==> src/rtl/branch_cond_unit.sv <==
// branch_cond_unit: evaluates RISC-V conditional branches from ALU compare
// flags (n/z/c/v of a-b). Requests wait for a fresh flag set, then present a
// taken/not-taken result through a valid/ready handshake.
// Optional macro BRANCH_STATS_EN: enables the saturating taken-branch counter
// on taken_cnt; when undefined the counter is absent and taken_cnt reads 0.
module branch_cond_unit #(
  parameter int CNT_W = 16
) (
  input  logic             clk,
  input  logic             rst_n,
  input  logic             flag_valid,
  input  logic             n,
  input  logic             z,
  input  logic             c,
  input  logic             v,
  input  logic             br_valid,
  input  logic [2:0]       br_funct3,
  output logic             br_ready,
  output logic             res_valid,
  input  logic             res_ready,
  output logic             res_taken,
  output logic             res_err,
  output logic [CNT_W-1:0] taken_cnt
);

  typedef enum logic [1:0] {
    IDLE = 2'd0,
    WAIT = 2'd1,
    RESP = 2'd2
  } state_t;

  state_t     state_q, state_d;
  logic [3:0] flags_q, flags_d;     // {N,Z,C,V}
  logic       fresh_q, fresh_d;
  logic [2:0] funct3_q, funct3_d;
  logic       res_taken_q, res_taken_d;
  logic       res_err_q, res_err_d;
  logic       res_valid_q, res_valid_d;
  logic       flags_consumed;
  logic       decision;
  logic       req_illegal;

  // funct3 010 and 011 are the only encodings without a branch meaning
  assign req_illegal = (br_funct3[2:1] == 2'b01);

  // Branch decision from the registered flags and the latched funct3
  always_comb begin
    decision = 1'b0;
    case (funct3_q)
      3'b000:  decision = flags_q[2];                 // beq : Z
      3'b001:  decision = ~flags_q[2];                // bne : ~Z
      3'b100:  decision = flags_q[3] ^ flags_q[0];    // blt : N^V
      3'b101:  decision = ~(flags_q[3] ^ flags_q[0]); // bge : ~(N^V)
      3'b110:  decision = ~flags_q[1];                // bltu: ~C (borrow)
      3'b111:  decision = flags_q[1];                 // bgeu: C
      default: decision = 1'b0;
    endcase
  end

  // Next-state logic for the FSM, flag register and result registers
  always_comb begin
    state_d        = state_q;
    flags_d        = flags_q;
    fresh_d        = fresh_q;
    funct3_d       = funct3_q;
    res_taken_d    = res_taken_q;
    res_err_d      = res_err_q;
    res_valid_d    = res_valid_q;
    flags_consumed = 1'b0;

    case (state_q)
      IDLE: begin
        if (br_valid) begin
          if (req_illegal) begin
            // Illegal request answers immediately and never touches the flags
            res_valid_d = 1'b1;
            res_err_d   = 1'b1;
            res_taken_d = 1'b0;
            state_d     = RESP;
          end else begin
            funct3_d = br_funct3;
            state_d  = WAIT;
          end
        end
      end
      WAIT: begin
        // Stay here (no timeout) until a flag set newer than the last use exists
        if (fresh_q) begin
          flags_consumed = 1'b1;
          res_taken_d    = decision;
          res_err_d      = 1'b0;
          res_valid_d    = 1'b1;
          state_d        = RESP;
        end
      end
      RESP: begin
        if (res_ready) begin
          res_valid_d = 1'b0;
          state_d     = IDLE;
        end
      end
      default: begin
        res_valid_d = 1'b0;
        state_d     = IDLE;
      end
    endcase

    // A flag load in the consuming cycle wins: the decision used the old set,
    // the new set stays marked fresh for the next request.
    if (flag_valid) begin
      flags_d = {n, z, c, v};
      fresh_d = 1'b1;
    end else if (flags_consumed) begin
      fresh_d = 1'b0;
    end
  end

  // State and registered outputs; reset drops any pending request
  always_ff @(posedge clk or negedge rst_n) begin
    if (!rst_n) begin
      state_q     <= IDLE;
      flags_q     <= 4'b0000;
      fresh_q     <= 1'b0;
      funct3_q    <= 3'b000;
      res_taken_q <= 1'b0;
      res_err_q   <= 1'b0;
      res_valid_q <= 1'b0;
    end else begin
      state_q     <= state_d;
      flags_q     <= flags_d;
      fresh_q     <= fresh_d;
      funct3_q    <= funct3_d;
      res_taken_q <= res_taken_d;
      res_err_q   <= res_err_d;
      res_valid_q <= res_valid_d;
    end
  end

  assign br_ready  = (state_q == IDLE);
  assign res_valid = res_valid_q;
  assign res_taken = res_taken_q;
  assign res_err   = res_err_q;

`ifdef BRANCH_STATS_EN
  logic [CNT_W-1:0] cnt_q, cnt_d;

  // Count taken results as they are handed off, holding at the maximum
  always_comb begin
    cnt_d = cnt_q;
    if (res_valid_q && res_ready && res_taken_q && (cnt_q != {CNT_W{1'b1}})) begin
      cnt_d = cnt_q + 1'b1;
    end
  end

  // Counter register
  always_ff @(posedge clk or negedge rst_n) begin
    if (!rst_n) begin
      cnt_q <= '0;
    end else begin
      cnt_q <= cnt_d;
    end
  end

  assign taken_cnt = cnt_q;
`else
  assign taken_cnt = '0;
`endif

endmodule

==> config.mk <==
export PLATFORM = sky130hd
export DESIGN_NAME = branch_cond_unit
export DESIGN_NICKNAME = d
export VERILOG_FILES = /design/src/rtl/branch_cond_unit.sv
export SDC_FILE = /design/constraint.sdc
export NUM_CORES = 1
export LEC_CHECK = 0
export CAP_MARGIN = 40
export CORE_UTILIZATION = 43
export CTS_BUF_LIST = sky130_fd_sc_hd__clkbuf_8
export CTS_CLUSTER_DIAMETER = 120
export DETAILED_ROUTE_END_ITERATION = 16
export PLACE_DENSITY = 0.78
export SYNTH_ARGS = -nofsm -noshare
export SYNTH_HDL_FRONTEND = slang
export SYNTH_SLANG_ARGS = --single-unit
==> constraint.sdc <==
create_clock -name clk -period 1.5 [get_ports clk]
set_clock_uncertainty 0.2 [all_clocks]
set_input_delay 0.3 -clock clk [delete_from_list [all_inputs] [get_ports clk]]
set_output_delay 0.3 -clock clk [all_outputs]
set_load 0.05 [all_outputs]
### After elaboration in Yosys (flattened, before gate mapping)

Index checks and enable logic that the tools add are counted.

* flip-flop bits (word level): 13

* eq/ne operators: 12
* mux-type cells: 21
* bitwise operators: 5
* reductions and logical operators: 8

Operator list (count)
* $eq 3x3->1 const B: 4
* $mux 1: 12
* $mux 2: 4
* $reduce_and 4->1: 2
* $ne 2x2->1 const B: 3
* $pmux 1 s6: 1
* $pmux 2 s3: 1
* $reduce_and 3->1: 2
* $eq 2x1->1 const B: 2
* $not 1->1: 4
* $pmux 1 s2: 2
* $reduce_bool 2->1: 2
* $eq 3x1->1 const B: 1
* $logic_not 3->1: 1
* $pmux 1 s3: 1
* $eq 2x2->1 const B: 1
* $logic_not 2->1: 1
* $ne 2x1->1 const B: 1
* $xor 1x1->1: 1

### Depth between registers and ports, before layout

* depth in word-level cells: 5
* mapped depth: 4

### Worst setup path before layout

Ideal clock, no wire load.

* kind: register to register
* start: register state_q[0]
* end: register funct3_q[0]
* library setup time: 0.121 ns
* arrival: 1.584 ns
* required time: 1.179 ns
* slack: -0.405 ns
* stages on the path, launching flop included: 5
* buffers on the path: 0
* period minus slack after synthesis: 1.905 ns
* cells stage by stage: dfrtp_1 -> nor2_1 -> nand2_1 -> o21ai_0 -> nand2_1

* longest elaborated chain between the ends: 2

Ends and longest elaborated chain
* from (decl): RTL line 32 `state_t state_q, state_d;`
* from (signal assigned): RTL line 129 `state_q <= state_d;`
* $logic_not 2->1
* net br_ready: RTL line 18 `output logic br_ready,`
* $reduce_and 3->1 (no source line)
* to (signal assigned): RTL line 132 `funct3_q <= funct3_d;`
* to (decl): RTL line 35 `logic [2:0] funct3_q, funct3_d;`

The timed path passes the listed nets, and every way through them passes these cells.
A chain may end at the register's enable or synchronous reset.

### Final worst setup path

* start: register state_q[1]
* end: output port br_ready

* longest elaborated chain between the ends: 1

Ends and longest elaborated chain
* $logic_not 2->1: RTL line 139 `assign br_ready = (state_q == IDLE);`
* to (decl): RTL line 18

No other way between the ends.

==> impl_metrics.env <==
export IMPL_status="complete, but fails checks"
export IMPL_violations="design-rule violations"
export IMPL_grt_first_pass_wirelength_mm=2.387
export IMPL_finalSetupTns_ps=0
export IMPL_finalWorstSetupSlack_ps=42.48
export IMPL_num_io_pins=32
export IMPL_rows=14
export IMPL_clockBufferDepth=2
export IMPL_hold_path_class="primary input to asynchronous set/reset pin"
export IMPL_syn_area_per_cell_um2=10.20
export IMPL_grt_max_degree=14
export IMPL_critPathArrivalTime_ps=960
export IMPL_rsz0062_at_grt="no"
export IMPL_place_ws_ps=-188.1
export IMPL_grt_use_met3=0.07500
export IMPL_clk_latency_ps=250
export IMPL_cts_htree_levels=1
export IMPL_gr_max_usage_layer="met2"
export IMPL_utilization=0.6300
export IMPL_synth_cells=72
export IMPL_yosysTopAreaCell="dfrtp_1"
export IMPL_routabilityCongestion=0.7604
export IMPL_antenna_found_initial=0
export IMPL_synth_seq_cells=13
export IMPL_die_area_um2=1877
export IMPL_cap_violations=0
export IMPL_crit_fanout=3
export IMPL_antenna_left=0
export IMPL_placed_cell_area_um2=918.4
export IMPL_hold_viol_final=0
export IMPL_synth_cell_types=21
export IMPL_hpwl_mm=1.027
export IMPL_cts_tree="yes"
export IMPL_grt_pass1_vias=577
export IMPL_start_kind="flip-flop"
export IMPL_ir_drop_mv=1.217
export IMPL_placedCellCount=106
export IMPL_yosys_area_top_type_share=0.4429
export IMPL_syn_to_final_growth_pct=33.73
export IMPL_overflow=0
export IMPL_dieHeight_um=43.33
export IMPL_viasPerCell=4.866
export IMPL_whs_ps=156.2
export IMPL_power_density_nw_per_um2=1892
export IMPL_finalWirelength_mm=1.374
export IMPL_cellLeakagePower_nw=0.4585
export IMPL_yosysSeqAreaShare=0.4429
export IMPL_numPortBuffers=15
export IMPL_initialDrtViolationCount=12
export IMPL_synthTopCellsByArea="dfrtp_1 44%, buf_4 16%, mux2_2 6.1%, xnor2_1 4.8%, nor2_1 3.6%"
export IMPL_path_clk_slew_ps=60
export IMPL_first_pass_iters=10
export IMPL_via_count=545
export IMPL_total_power_mw=1.858
export IMPL_dieWidth_um=43.33
export IMPL_finalCritPeriodShare=0.9717
export IMPL_nFillCells=135
export IMPL_max_freq_mhz=686.1
export IMPL_endpoint_kind="output port"
export IMPL_fin_nets=109
export IMPL_criticalPathCategory="flip-flop to output port"
export IMPL_wire_per_inst_um=12.27
export IMPL_grt_util_met2=0.3061
export IMPL_layoutNonFillerInstCount=112
export IMPL_drive_gt1_frac=0.2604
export IMPL_fin_area_um2=982.2
export IMPL_fin_crit_ps=1458
export IMPL_syn_area_um2=734.5
export IMPL_maxSlewViolCount=0
export IMPL_clock_sinks=13
export IMPL_gr_usage_met1=0.1973
export IMPL_ys_async_sr_fraction=1.000
export IMPL_core_area_um2=1559
export IMPL_clock_root_buffer="clkbuf_8"
export IMPL_start_util=0.4711
export IMPL_yosysMostFrequentCell="buf_4"
export IMPL_drc=6
export IMPL_track_usage=0.1771
export IMPL_setup_viol=0
export IMPL_cp_data_required_time_ps=1000
export IMPL_diodes=0
export IMPL_synthTopCellsByCount="16 x buf_4, 13 x dfrtp_1, 7 x nor2_1"
export IMPL_synth_edf_count=0
export IMPL_yosysWarnings=0
export IMPL_cts_hold_fix_buffers=0
export IMPL_synth_top_flop_cell="dfrtp_1"
export IMPL_numCtsBuffers=3
[cell families after synthesis]
| kind of cell | Yosys count | synth area share |
|---|---|---|
| flops | 13 | 0.4429 |
| xor+xnor | 4 | 0.04770 |
| other cells | 1 | 0.005106 |
| buf+inv | 17 | 0.1687 |
| compound gates | 13 | 0.1312 |
| mux | 4 | 0.06132 |
| simple gates | 20 | 0.1431 |
[path summary, 6_finish.rpt]
check | startpoint | to | slack [ps] | depth (start not counted)
setup / recovery | state_q[1] | br_ready | 40 | 2
hold / removal | rst_n | funct3_q[0] | 160 | 2
setup reg to reg | state_q[0] | res_taken | 80 | 5
hold reg to reg | fresh_q | fresh_q | 320 | 1
max in group asynchronous | rst_n | state_q[1] | 770 | 2
min in group clk | fresh_q | fresh_q | 320 | 1
[report_power, final]
group / internal [mW] / total, mW / switching, mW
clock network: 0.184 / 0.318 / 0.134
registers: 0.470 / 0.604 / 0.134
logic: 0.436 / 0.936 / 0.499
total: 1.09 / 1.86 / 0.768
[cells in the final DEF (no fill, tap or decap), types with 2 or more instances in the layout]
| cell type | n |
|---|---|
| a22oi_1 | 2 |
| buf_4 | 6 |
| buf_12 | 4 |
| o21ai_0 | 3 |
| clkbuf_8 | 3 |
| a21o_1 | 3 |
| dfrtp_1 | 11 |
| dfrtp_2 | 2 |
| nand2_1 | 4 |
| nor2_1 | 6 |
| xnor2_1 | 4 |
| mux2_2 | 4 |
| conb_1 | 16 |
| nor2b_1 | 3 |
| clkdlybuf4s50_1 | 11 |
| nand2b_1 | 2 |
[sequential cells by signal (all words and copies together) (netlist names)]
name	flops
flags_q	4
fresh_q	1
funct3_q	3
res_err	1
res_taken	1
res_valid	1
state_q	2
[worst max-delay path, stage by stage, from the launching register on]
cell and delay [ps]:
dfrtp_2 420, nor2_4 150, buf_12 150
[layer usage]
layer  routed length, µm  vias to the layer above
li1                    -                      255
met1                 541                      263
met2                 717                       25
met3                 101                        2
met4                  13                        0
met5                   0                        -
[timing repair]
action / CTS / global route
resized for setup: 2 / 1
pin swaps: 0 / 1
setup buffers: 1 / 1
setup endpoints to repair: 1 / 2
[final cells by class]
class | count | area (µm²) | area share
clock buffer | 3 | 41.29 | 0.04204
clock inverter | 1 | 5.005 | 0.005096
inverter | 1 | 3.754 | 0.003822
multi-input combinational | 57 | 349.1 | 0.3554
sequential | 13 | 327.8 | 0.3338
tap | 16 | 20.02 | 0.02038
timing repair buffer | 21 | 235.2 | 0.2395
Note: power is estimated with default switching activity, not from simulation.
